[src/rtl/in_deser_cell.sv]
// Serial-to-parallel input stage behind the IO input register.
// Assembles WIDTH-bit words from IQZ and hands them to fabric via valid/ready.
module in_deser_cell #(
  parameter int WIDTH     = 8,
  parameter bit MSB_FIRST = 1'b1
) (
  input  logic             IQC,
  input  logic             QRT,
  input  logic             IQZ,
  input  logic             FRAME,
  input  logic             F2A_RDY,
  output logic [WIDTH-1:0] A2F_DATA,
  output logic             A2F_VLD,
  output logic             A2F_OVF,
  output logic             A2F_BUSY
);

  localparam int CW = $clog2(WIDTH);
  localparam logic [CW-1:0] LAST = CW'(WIDTH - 1);

  typedef enum logic {
    IDLE,
    SHIFT
  } state_t;

  state_t           state, state_n;
  logic [CW-1:0]    cnt, cnt_n;
  logic [WIDTH-1:0] sr, sr_n;
  logic [WIDTH-1:0] shifted, seeded;
  logic [WIDTH-1:0] data_n;
  logic             vld_n, ovf_n, busy_n;
  logic             done;

  always_comb begin
    if (MSB_FIRST) begin
      shifted = {sr[WIDTH-2:0], IQZ};
      seeded  = {{(WIDTH-1){1'b0}}, IQZ};
    end else begin
      shifted = {IQZ, sr[WIDTH-1:1]};
      seeded  = {IQZ, {(WIDTH-1){1'b0}}};
    end
  end

  // FRAME always restarts alignment; it also wins over a last-bit cycle.
  always_comb begin
    state_n = state;
    cnt_n   = cnt;
    sr_n    = sr;
    done    = 1'b0;
    unique case (state)
      IDLE: begin
        if (FRAME) begin
          sr_n    = seeded;
          cnt_n   = CW'(1);
          state_n = SHIFT;
        end
      end
      SHIFT: begin
        if (FRAME) begin
          sr_n  = seeded;
          cnt_n = CW'(1);
        end else begin
          sr_n = shifted;
          if (cnt == LAST) begin
            cnt_n = '0;
            done  = 1'b1;
          end else begin
            cnt_n = cnt + CW'(1);
          end
        end
      end
    endcase
  end

  always_comb begin
    data_n = A2F_DATA;
    vld_n  = A2F_VLD;
    ovf_n  = A2F_OVF;
    busy_n = (state_n == SHIFT) && (cnt_n != '0);
    if (done) begin
      if (!A2F_VLD || F2A_RDY) begin
        data_n = shifted;
        vld_n  = 1'b1;
      end else begin
        ovf_n = 1'b1;
      end
    end else if (A2F_VLD && F2A_RDY) begin
      vld_n = 1'b0;
    end
  end

  always_ff @(posedge IQC) begin
    if (QRT) begin
      state    <= IDLE;
      cnt      <= '0;
      sr       <= '0;
      A2F_DATA <= '0;
      A2F_VLD  <= 1'b0;
      A2F_OVF  <= 1'b0;
      A2F_BUSY <= 1'b0;
    end else begin
      state    <= state_n;
      cnt      <= cnt_n;
      sr       <= sr_n;
      A2F_DATA <= data_n;
      A2F_VLD  <= vld_n;
      A2F_OVF  <= ovf_n;
      A2F_BUSY <= busy_n;
    end
  end

endmodule

[config.mk]
export PLATFORM = sky130hd
export DESIGN_NAME = in_deser_cell
export DESIGN_NICKNAME = d
export VERILOG_FILES = /design/src/rtl/in_deser_cell.sv
export SDC_FILE = /design/constraint.sdc
export NUM_CORES = 1
export LEC_CHECK = 0
export ABC_AREA = 1
export CAP_MARGIN = 20
export CORE_MARGIN = 1
export CORE_UTILIZATION = 30
export CTS_CLUSTER_DIAMETER = 200
export DETAILED_ROUTE_END_ITERATION = 12
export GPL_ROUTABILITY_DRIVEN = 0
export MAX_ROUTING_LAYER = met4
export PLACE_DENSITY = 0.48
export SLEW_MARGIN = 20
export SYNTH_ARGS = -nofsm -noshare
export SYNTH_HDL_FRONTEND = slang
export SYNTH_SLANG_ARGS = --single-unit
[constraint.sdc]
create_clock -name IQC -period 3.8 [get_ports IQC]
set_input_delay 1.14 -clock IQC [delete_from_list [all_inputs] [get_ports IQC]]
set_output_delay 1.14 -clock IQC [all_outputs]
set_load 0.01 [all_outputs]
## Word level (Yosys, flattened, before mapping)

Index checks and enable logic that the tools add are counted.
W data, S select, Z words.

| storage, ports and cells | value |
|---|---|
| register bits | 22 |
| input port bits | 5 |
| output and inout port bits | 11 |
| logic and storage cells | 37 |

| operators by class | value |
|---|---|
| equal/unequal tests | 3 |
| add/sub/neg operators | 1 |
| muxes and demuxes | 15 |
| reduce and logical (&&, ||, !) cells | 9 |
| bitwise gates (word level) | 2 |

Operators by type and width:

| kind | count |
|---|---|
| $mux W7 | 2 |
| $pmux W7 S2 | 1 |
| $mux W3 | 3 |
| $mux W1 | 8 |
| $pmux W3 S2 | 1 |
| $reduce_and A2 Y1 | 3 |
| $add A3 B1 Y3 const B | 1 |
| $eq A3 B3 Y1 const B | 1 |
| $reduce_bool A3 Y1 | 1 |
| $logic_and A1 B1 Y1 | 2 |
| $ne A2 B1 Y1 const B | 1 |
| $ne A2 B2 Y1 const B | 1 |
| $not A1 Y1 | 2 |
| $reduce_bool A2 Y1 | 1 |
| $logic_not A1 Y1 | 1 |
| $logic_or A1 B1 Y1 | 1 |

## Longest topological paths before layout

Gate-level depths: netlist (run 1).

| logic depth | value |
|---|---|
| depth after elaboration | 6 |
| gate-level depth with buffers | 8 |
| depth with buffers taken out | 8 |

## Worst setup path before layout (run 1)

OpenSTA, ideal clock, no wires.

| timing | value |
|---|---|
| path type | input -> register |
| start point | input F2A_RDY |
| end point | register A2F_DATA[0] |
| buffers on the path | 0 |
| cell stages on the path | 6 |
| arrival time | 1.663 ns |
| slack | 2.021 ns |
| library setup time | 0.116 ns |
| required time | 3.684 ns |
| cell sequence | nor2_1 -> inv_1 -> nand2_4 -> clkinv_2 -> nor2_1 -> nor2_1 |

| on the way | value |
|---|---|
| word-level cells in the longest chain between the ends | 2 |

Ends and longest elaborated chain:

| what | line | text |
|---|---|---|
| start, declared | 11 | `input logic F2A_RDY,` |
| $logic_or A1 B1 Y1 | 81 | `if (!A2F_VLD \|\| F2A_RDY) begin` |
| $reduce_and A2 Y1 (no source line) | - |  |
| end signal, assigned | 105 | `A2F_DATA <= data_n;` |
| end, declared | 12 | `output logic [WIDTH-1:0] A2F_DATA,` |

Every way passes these cells.
A chain may end at the register's enable or synchronous reset.

## Final worst setup path (run 1)

| timing | value |
|---|---|
| start point | register A2F_OVF |
| end point | output A2F_OVF |

RTL lines:

| what | line | text |
|---|---|---|
| start, declared | 14 | `output logic A2F_OVF,` |
| start signal, assigned | 107 | `A2F_OVF <= ovf_n;` |

No word-level cell between the ends.

==> summary.txt, run 1 <==
Outcome
  • Status: finished clean

Setup path
  • Worst Path Required: 2.66 ns
  • CP startpoint: A2F_OVF
  • Critical Path Sink: A2F_OVF
  • Worst path depth: 1
  • Reg2reg end: A2F_DATA[1]
  • Reg-to-Reg Start: cnt[0]
  • CP Class: reg -> out
  • Startpoint Class: register
  • Worst Path Max Fanout: 2
  • R2R depth: 8
  • Flop2flop setup slack: 2.41 ns
  • CP top delay family: buffers and inverters
  • Critical Path, Cell by Cell: clkdlybuf4s50_1
  • Worst path max stage delay: 0.53 ns
  • Buf+Inv Stages, Crit Path: 1
  • CP max stage cell: clkdlybuf4s50_1
  • Arrival time worst endpoint: 1.19 ns
  • Critical Path Sink Type: output port

Global route
  • All-Layer GR Usage: 0.124
  • Initial antenna violation count: 0
  • Largest net degree at the start of global routing: 14
  • Grt ovf: 0
  • Vias in the first global route: 612
  • First-pass GRT wire length: 2.48 mm

Clock tree
  • CTS tree: done
  • Clock Path Buffers: 2
  • Reg clk slew, reported paths: 0.12 ns
  • CTS buffer count: 3
  • CTS Hold Bufs: 0
  • Clk sinks: 22
  • Root Buffer: clkbuf_4
  • Worst-Skew Late Latency: 0.31 ns
  • H-tree depth: 1
  • Setup bufs post-CTS: 0
  • # resized after CTS: 0

Logic synthesis
  • Syn avg cell area: 7.76 sq um
  • Synth unique cells: 14
  • Cell Area, Synth: 822 sq um
  • YS warnings: 0
  • Yosys reg bits: 22
  • Sequential area share after synthesis: 0.536
  • Synthesized Nets: 113
  • Mapped Cells: 106

Layout
  • Ant. Diodes: 0
  • Area Growth Syn to Fin: 26.8%
  • Filler Cells Inserted: 272
  • Share of cells above drive strength 1: 0.0968
  • Nets: 132
  • Fin util: 0.413

Placement
  • Hpwl dp: 1.15 mm
  • PortBufs: 15

STA
  • Hold slack: 0.475 ns
  • Final min period: 2.33 ns
  • Final period util: 0.612
  • Final setup violation count: 0
  • Worst Skew: 0.00556 ns
  • Setup TNS: 0 ns
  • Fmax: 430 MHz
  • Pins Over Slew Limit: 0
  • Worst-Margin Slew: 0.477 ns
  • RSZ-0062 raised after global routing: false
  • Slew headroom: 0.681
  • Fin. Hold Viols: 0

Floorplan
  • Site Rows: 18
  • Die width: 54.3 microns
  • Die H: 54.3 microns
  • Core ar.: 2520 sq um
  • I/O pin total: 16
  • Initial core utilization: 0.326
  • DIE AREA: 2950 sq um

Detailed routing
  • ANT nets after route: 0
  • Max layer used: met4
  • Drt pass-1 iters: 4
  • DR WL met2: 738 microns
  • Initial drt markers: 6
  • Via density: 4.49
  • DRC errors left: 0
  • Routed metal-1 wirelength: 705 microns
  • Routed wire length: 1.55 mm
  • Routed via count: 691
  • Met3 routed WL: 88 microns
  • Wire length per cell: 10.0 microns

Pwr
  • Total power: 0.000394 W
  • Leak: 0.405 nW
  • VDD IR-drop max: 0.259 mV
  • Power density cells: 378 nW/um^2

Worst hold path
  • Worst Min Path Start: sr[6]
  • Min-delay worst type: reg -> reg

Flow run
  • Max Cap Violations: 0
==> state kept, by name (all words and copies together) (netlist names) <==
name,flops
A2F_OVF,1
sr,7
A2F_DATA,8
A2F_VLD,1
A2F_BUSY,1
state,1
cnt,3
==> synthesized netlist by cell type <==
| cell type | instances | share of area |
|---|---|---|
| o21ai_0 | 8 | 0.049 |
| nand3_1 | 3 | 0.018 |
| dfxtp_1 | 22 | 0.54 |
| clkbuf_1 | 1 | 0.0046 |
| ha_1 | 2 | 0.030 |
| nor2_1 | 25 | 0.11 |
| nand2_4 | 1 | 0.014 |
| a21oi_1 | 9 | 0.055 |
| clkinv_2 | 1 | 0.0061 |
| nor2_2 | 3 | 0.023 |
| inv_2 | 2 | 0.0091 |
| inv_1 | 7 | 0.032 |
| nand2_1 | 21 | 0.096 |
| nor2_4 | 1 | 0.014 |
==> layer usage <==
metal,up-vias,track usage
met4,0,0.0256
met2,16,0.209
met3,2,0.0611
met1,306,0.129
li1,367,-
met5,-,-
==> layout make-up <==
| type | count | area (sq um) | area share |
|---|---|---|---|
| flip-flops and latches | 22 | 440 | 0.423 |
| repair buffers | 15 | 150 | 0.144 |
| clock buffers | 4 | 36.3 | 0.0348 |
| inverters | 10 | 38.8 | 0.0372 |
| multi-input cells | 73 | 339 | 0.325 |
| well taps | 30 | 37.5 | 0.0360 |
==> through the flow <==
| step | cells | setup slack (ns) | area (sq um) |
|---|---|---|---|
| floorplan | 106 | 2.02 | 822 |
| global placement | 150 | 1.32 | 1010 |
| detailed placement | 150 | 1.31 | 1010 |
| CTS | 154 | 1.45 | 1040 |
| global route | 154 | 1.41 | 1040 |
| finish | 154 | 1.47 | 1040 |
==> logic make-up (layout without fill, tap and decap cells) <==
group	Yosys count	in the layout	share of synthesized area
fa+ha+maj	2	2	0.0304
simple gates	54	54	0.279
buf+inv	11	29	0.0517
flops	22	22	0.536
compound gates	17	17	0.103
==> report_power, final <==
| part | internal, W | leakage [nW] | switching [W] |
|---|---|---|---|
| Clock | 0.0000585 | 0.0210 | 0.0000710 |
| Sequential | 0.000235 | 0.178 | 0.00000327 |
| Combinational | 0.0000105 | 0.206 | 0.0000158 |
| Total | 0.000304 | 0.405 | 0.0000901 |
==> how the worst min path moves through the flow <==
stage | endpoint | slack, ns | cells after the start
after floorplan | sr[6] | 0.44 | 2
after global placement | sr[6] | 0.46 | 2
after detailed placement | sr[6] | 0.46 | 2
after CTS | sr[6] | 0.48 | 2
after global routing | sr[6] | 0.51 | 2
final | sr[6] | 0.47 | 2
==> placed cells by master (no fill, tap or decap), drive strengths merged <==
master / n
clkinv: 1
o21ai: 8
ha: 2
a21oi: 9
clkbuf: 4
nand3: 3
inv: 9
clkdlybuf4s50: 15
nor2: 29
nand2: 22
dfxtp: 22
(Power assumes the default switching activity.)
==> run 2: changes to the inputs <==
--- a/config.mk
+++ b/config.mk
@@ -13,7 +13,7 @@
 export DETAILED_ROUTE_END_ITERATION = 12
 export GPL_ROUTABILITY_DRIVEN = 0
 export MAX_ROUTING_LAYER = met4
-export PLACE_DENSITY = 0.48
+export PLACE_DENSITY = 0.5
 export SLEW_MARGIN = 20
 export SYNTH_ARGS = -nofsm -noshare
 export SYNTH_HDL_FRONTEND = slang
==> constraint.sdc (replaced) <==
create_clock -name IQC -period 2 [get_ports IQC]
set_input_delay 0.6 -clock IQC [delete_from_list [all_inputs] [get_ports IQC]]
set_output_delay 0.6 -clock IQC [all_outputs]
set_load 0.01 [all_outputs]
==> run 2 against run 1 <==
Against the previous run: critical path depth did not move; design area rose by 0.84%; register-to-register slack got worse by 1.8 ns; sequential share of layout area down 0.35 points; hold slack got worse by 0.0086 ns; first-iteration DRC count unchanged; combinational power is 100% higher; clock skew shrank 0.0028 ns; non-clock buffer count is 3 higher; die area did not move; flip-flop and latch count is the same; clock power up 53%; critical endpoint is now A2F_DATA[7]; largest cell class unchanged; highest routed layer unchanged.
==> summary.txt, run 2 (synthesis results as in run 1) <==
Global route
  • Vias in the first global route: 614 (was 612)
  • All-Layer GR Usage: 0.131 (was 0.124)
  • Initial antenna violation count: 0 (unchanged)
  • Grt ovf: 0 (unchanged)
  • First-pass GRT wire length: 2.59 mm (was 2.48 mm)
  • Largest net degree at the start of global routing: 12 (was 14)

Detailed routing
  • ANT nets after route: 0 (unchanged)
  • Wire length per cell: 9.87 microns (was 10.0 microns)
  • Via density: 4.40 (was 4.49)
  • Routed wire length: 1.54 mm (was 1.55 mm)
  • Initial drt markers: 6 (unchanged)
  • DRC errors left: 0 (unchanged)
  • Routed via count: 686 (was 691)
  • Drt pass-1 iters: 4 (unchanged)

STA
  • Pins Over Slew Limit: 0 (unchanged)
  • Final min period: 1.80 ns
  • Hold slack: 0.466 ns (was 0.475 ns)
  • Setup TNS: 0 ns (unchanged)
  • Worst-Margin Slew: 0.251 ns (was 0.477 ns)
  • RSZ-0062 raised after global routing: false (unchanged)
  • Slew headroom: 0.832 (was 0.681)
  • Fmax: 556 MHz
  • Final period util: 0.900
  • Final setup violation count: 0 (unchanged)
  • Fin. Hold Viols: 0 (unchanged)
  • Worst Skew: 0.00272 ns (was 0.00556 ns)

Layout
  • Max reg flops: 8 (unchanged)
  • Most common cell after layout, fill and taps aside: nor2_1 (unchanged)
  • Largest Register: A2F_DATA (unchanged)
  • Top Registers: A2F_DATA x8, sr x7, cnt x3 (unchanged)
  • Area Growth Syn to Fin: 27.9% (was 26.8%)
  • Nets: 135 (was 132)
  • Most frequent cells in the layout: nor2_1 (25), dfxtp_1 (22), nand2_1 (21) (unchanged)
  • Ant. Diodes: 0 (unchanged)
  • Share of cells above drive strength 1: 0.111 (was 0.0968)

Clock tree
  • Clock Path Buffers: 2 (unchanged)
  • CTS tree: done (unchanged)
  • Root Buffer: clkbuf_4 (unchanged)
  • # resized after CTS: 0 (unchanged)
  • Reg clk slew, reported paths: 0.11 ns (was 0.12 ns)
  • Worst-Skew Late Latency: 0.31 ns (about the same)
  • Setup bufs post-CTS: 0 (unchanged)
  • Clk sinks: 22 (unchanged)
  • H-tree depth: 1 (unchanged)
  • CTS Hold Bufs: 0 (unchanged)
  • CTS buffer count: 3 (unchanged)

Setup path
  • Startpoint Class: register (unchanged)
  • CP max stage cell: clkdlybuf4s50_1 (unchanged)
  • Reg2reg end: A2F_DATA[3] (was A2F_DATA[1])
  • Worst Path Max Fanout: 2 (unchanged)
  • Critical Path Sink Type: output port (unchanged)
  • Arrival time worst endpoint: 1.20 ns (was 1.19 ns)
  • Worst path depth: 1 (unchanged)
  • Worst path max stage delay: 0.54 ns (was 0.53 ns)
  • Critical Path Sink: A2F_DATA[7] (was A2F_OVF)
  • Worst Path Required: 1.40 ns (was 2.66 ns)
  • Buf+Inv Stages, Crit Path: 1 (unchanged)
  • CP top delay family: buffers and inverters (unchanged)
  • CP Class: reg -> out (unchanged)
  • Flop2flop setup slack: 0.65 ns (was 2.41 ns)
  • R2R depth: 8 (unchanged)
  • Critical Path, Cell by Cell: clkdlybuf4s50_1 (unchanged)
  • CP startpoint: A2F_DATA[7] (was A2F_OVF)
  • Reg-to-Reg Start: cnt[0] (unchanged)

Worst hold path
  • Min-delay worst type: reg -> reg (unchanged)

Floorplan
  • I/O pin total: 16 (unchanged)
  • Initial core utilization: 0.326 (unchanged)
  • DIE AREA: 2950 sq um (unchanged)
  • Site Rows: 18 (unchanged)
  • Core ar.: 2520 sq um (unchanged)
  • Die width: 54.3 microns (unchanged)
  • Die H: 54.3 microns (unchanged)

Pwr
  • Logic pwr share: 0.077 (was 0.067)
  • Clock power frac: 0.280 (was 0.329)
  • Power density cells: 669 nW/um^2 (was 378 nW/um^2)
  • Sw Ratio: 0.231 (was 0.229)
  • Leak: 0.413 nW (was 0.405 nW)
  • Net Switching: 0.000162 W (was 0.0000901 W)
  • Total power: 0.000703 W (was 0.000394 W)
  • Part of the power in registers: 0.643 (was 0.604)
  • Internal: 0.000540 W (was 0.000304 W)
  • VDD IR-drop max: 0.402 mV (was 0.259 mV)

Placement
  • PortBufs: 15 (unchanged)
  • Hpwl dp: 1.20 mm (was 1.15 mm)

Outcome
  • Status: finished clean (unchanged)

Flow run
  • Max Cap Violations: 0 (unchanged)
## run 2: power groups by stage
stage | logic [W] | clock network, W | registers, W
floorplan | 0.0000288 | 0 | 0.000462
global placement | 0.0000547 | 0 | 0.000462
detailed placement | 0.0000547 | 0 | 0.000462
CTS | 0.0000552 | 0.000206 | 0.000452
global route | 0.0000616 | 0.000217 | 0.000453
finish | 0.0000539 | 0.000197 | 0.000452
## run 2: routing by layer
| metal | vias to the layer above | routed length, microns | part of all wire | GRT usage |
|---|---|---|---|---|
| li1 | 375 | - | - | - |
| met1 | 293 | 788 | 0.51 | 0.168 |
| met2 | 13 | 651 | 0.42 | 0.185 |
| met3 | 5 | 51 | 0.033 | 0.0250 |
| met4 | 0 | 48 | 0.031 | 0.0897 |
| met5 | - | 0 | 0 | - |
## run 2: per-stage QoR
step                       util  area [sq um]  setup slack [ns]  cells
after global routing      0.417          1050             0.142    156
after CTS                 0.417          1050             0.183    156
after detailed placement  0.408          1030             0.132    153
after global placement    0.408          1030             0.154    153
after floorplan               -           822             0.759    106
final                     0.417          1050             0.200    156
## run 2: worst min-delay path by stage
| stage | end | cells after the start | start | slack [ns] |
|---|---|---|---|---|
| after floorplan | sr[6] | 2 | sr[6] | 0.44 |
| after global placement | sr[6] | 2 | sr[6] | 0.45 |
| after detailed placement | sr[6] | 2 | sr[6] | 0.45 |
| after CTS | sr[6] | 2 | sr[6] | 0.47 |
| after global routing | sr[6] | 2 | sr[6] | 0.50 |
| final | sr[6] | 2 | sr[6] | 0.47 |
## run 2: worst register-to-register path: stages, from the launching register on
cell	delay, ns
dfxtp_1	0.35
ha_1	0.20
ha_1	0.19
nand2_1	0.11
nor2_4	0.05
nand2_4	0.09
clkinv_2	0.12
nor2_1	0.10
nor2_1	0.05
## run 2: final cells by class
class	instances	area, sq um
multi-input combinational	73	339
timing repair buffer	18	173
sequential	22	440
inverter	10	38.8
tap	30	37.5
fill	272	1470
clock buffer	3	22.5
==> run 3: changes to the inputs <==
--- a/config.mk
+++ b/config.mk
@@ -6,6 +6,7 @@
 export NUM_CORES = 1
 export LEC_CHECK = 0
 export ABC_AREA = 1
+export ABC_CLOCK_PERIOD_IN_PS = 2000
 export CAP_MARGIN = 20
 export CORE_MARGIN = 1
 export CORE_UTILIZATION = 30
==> results of run 3 <==
No change in the layout: final DEF, timing and power equal those of run 2.
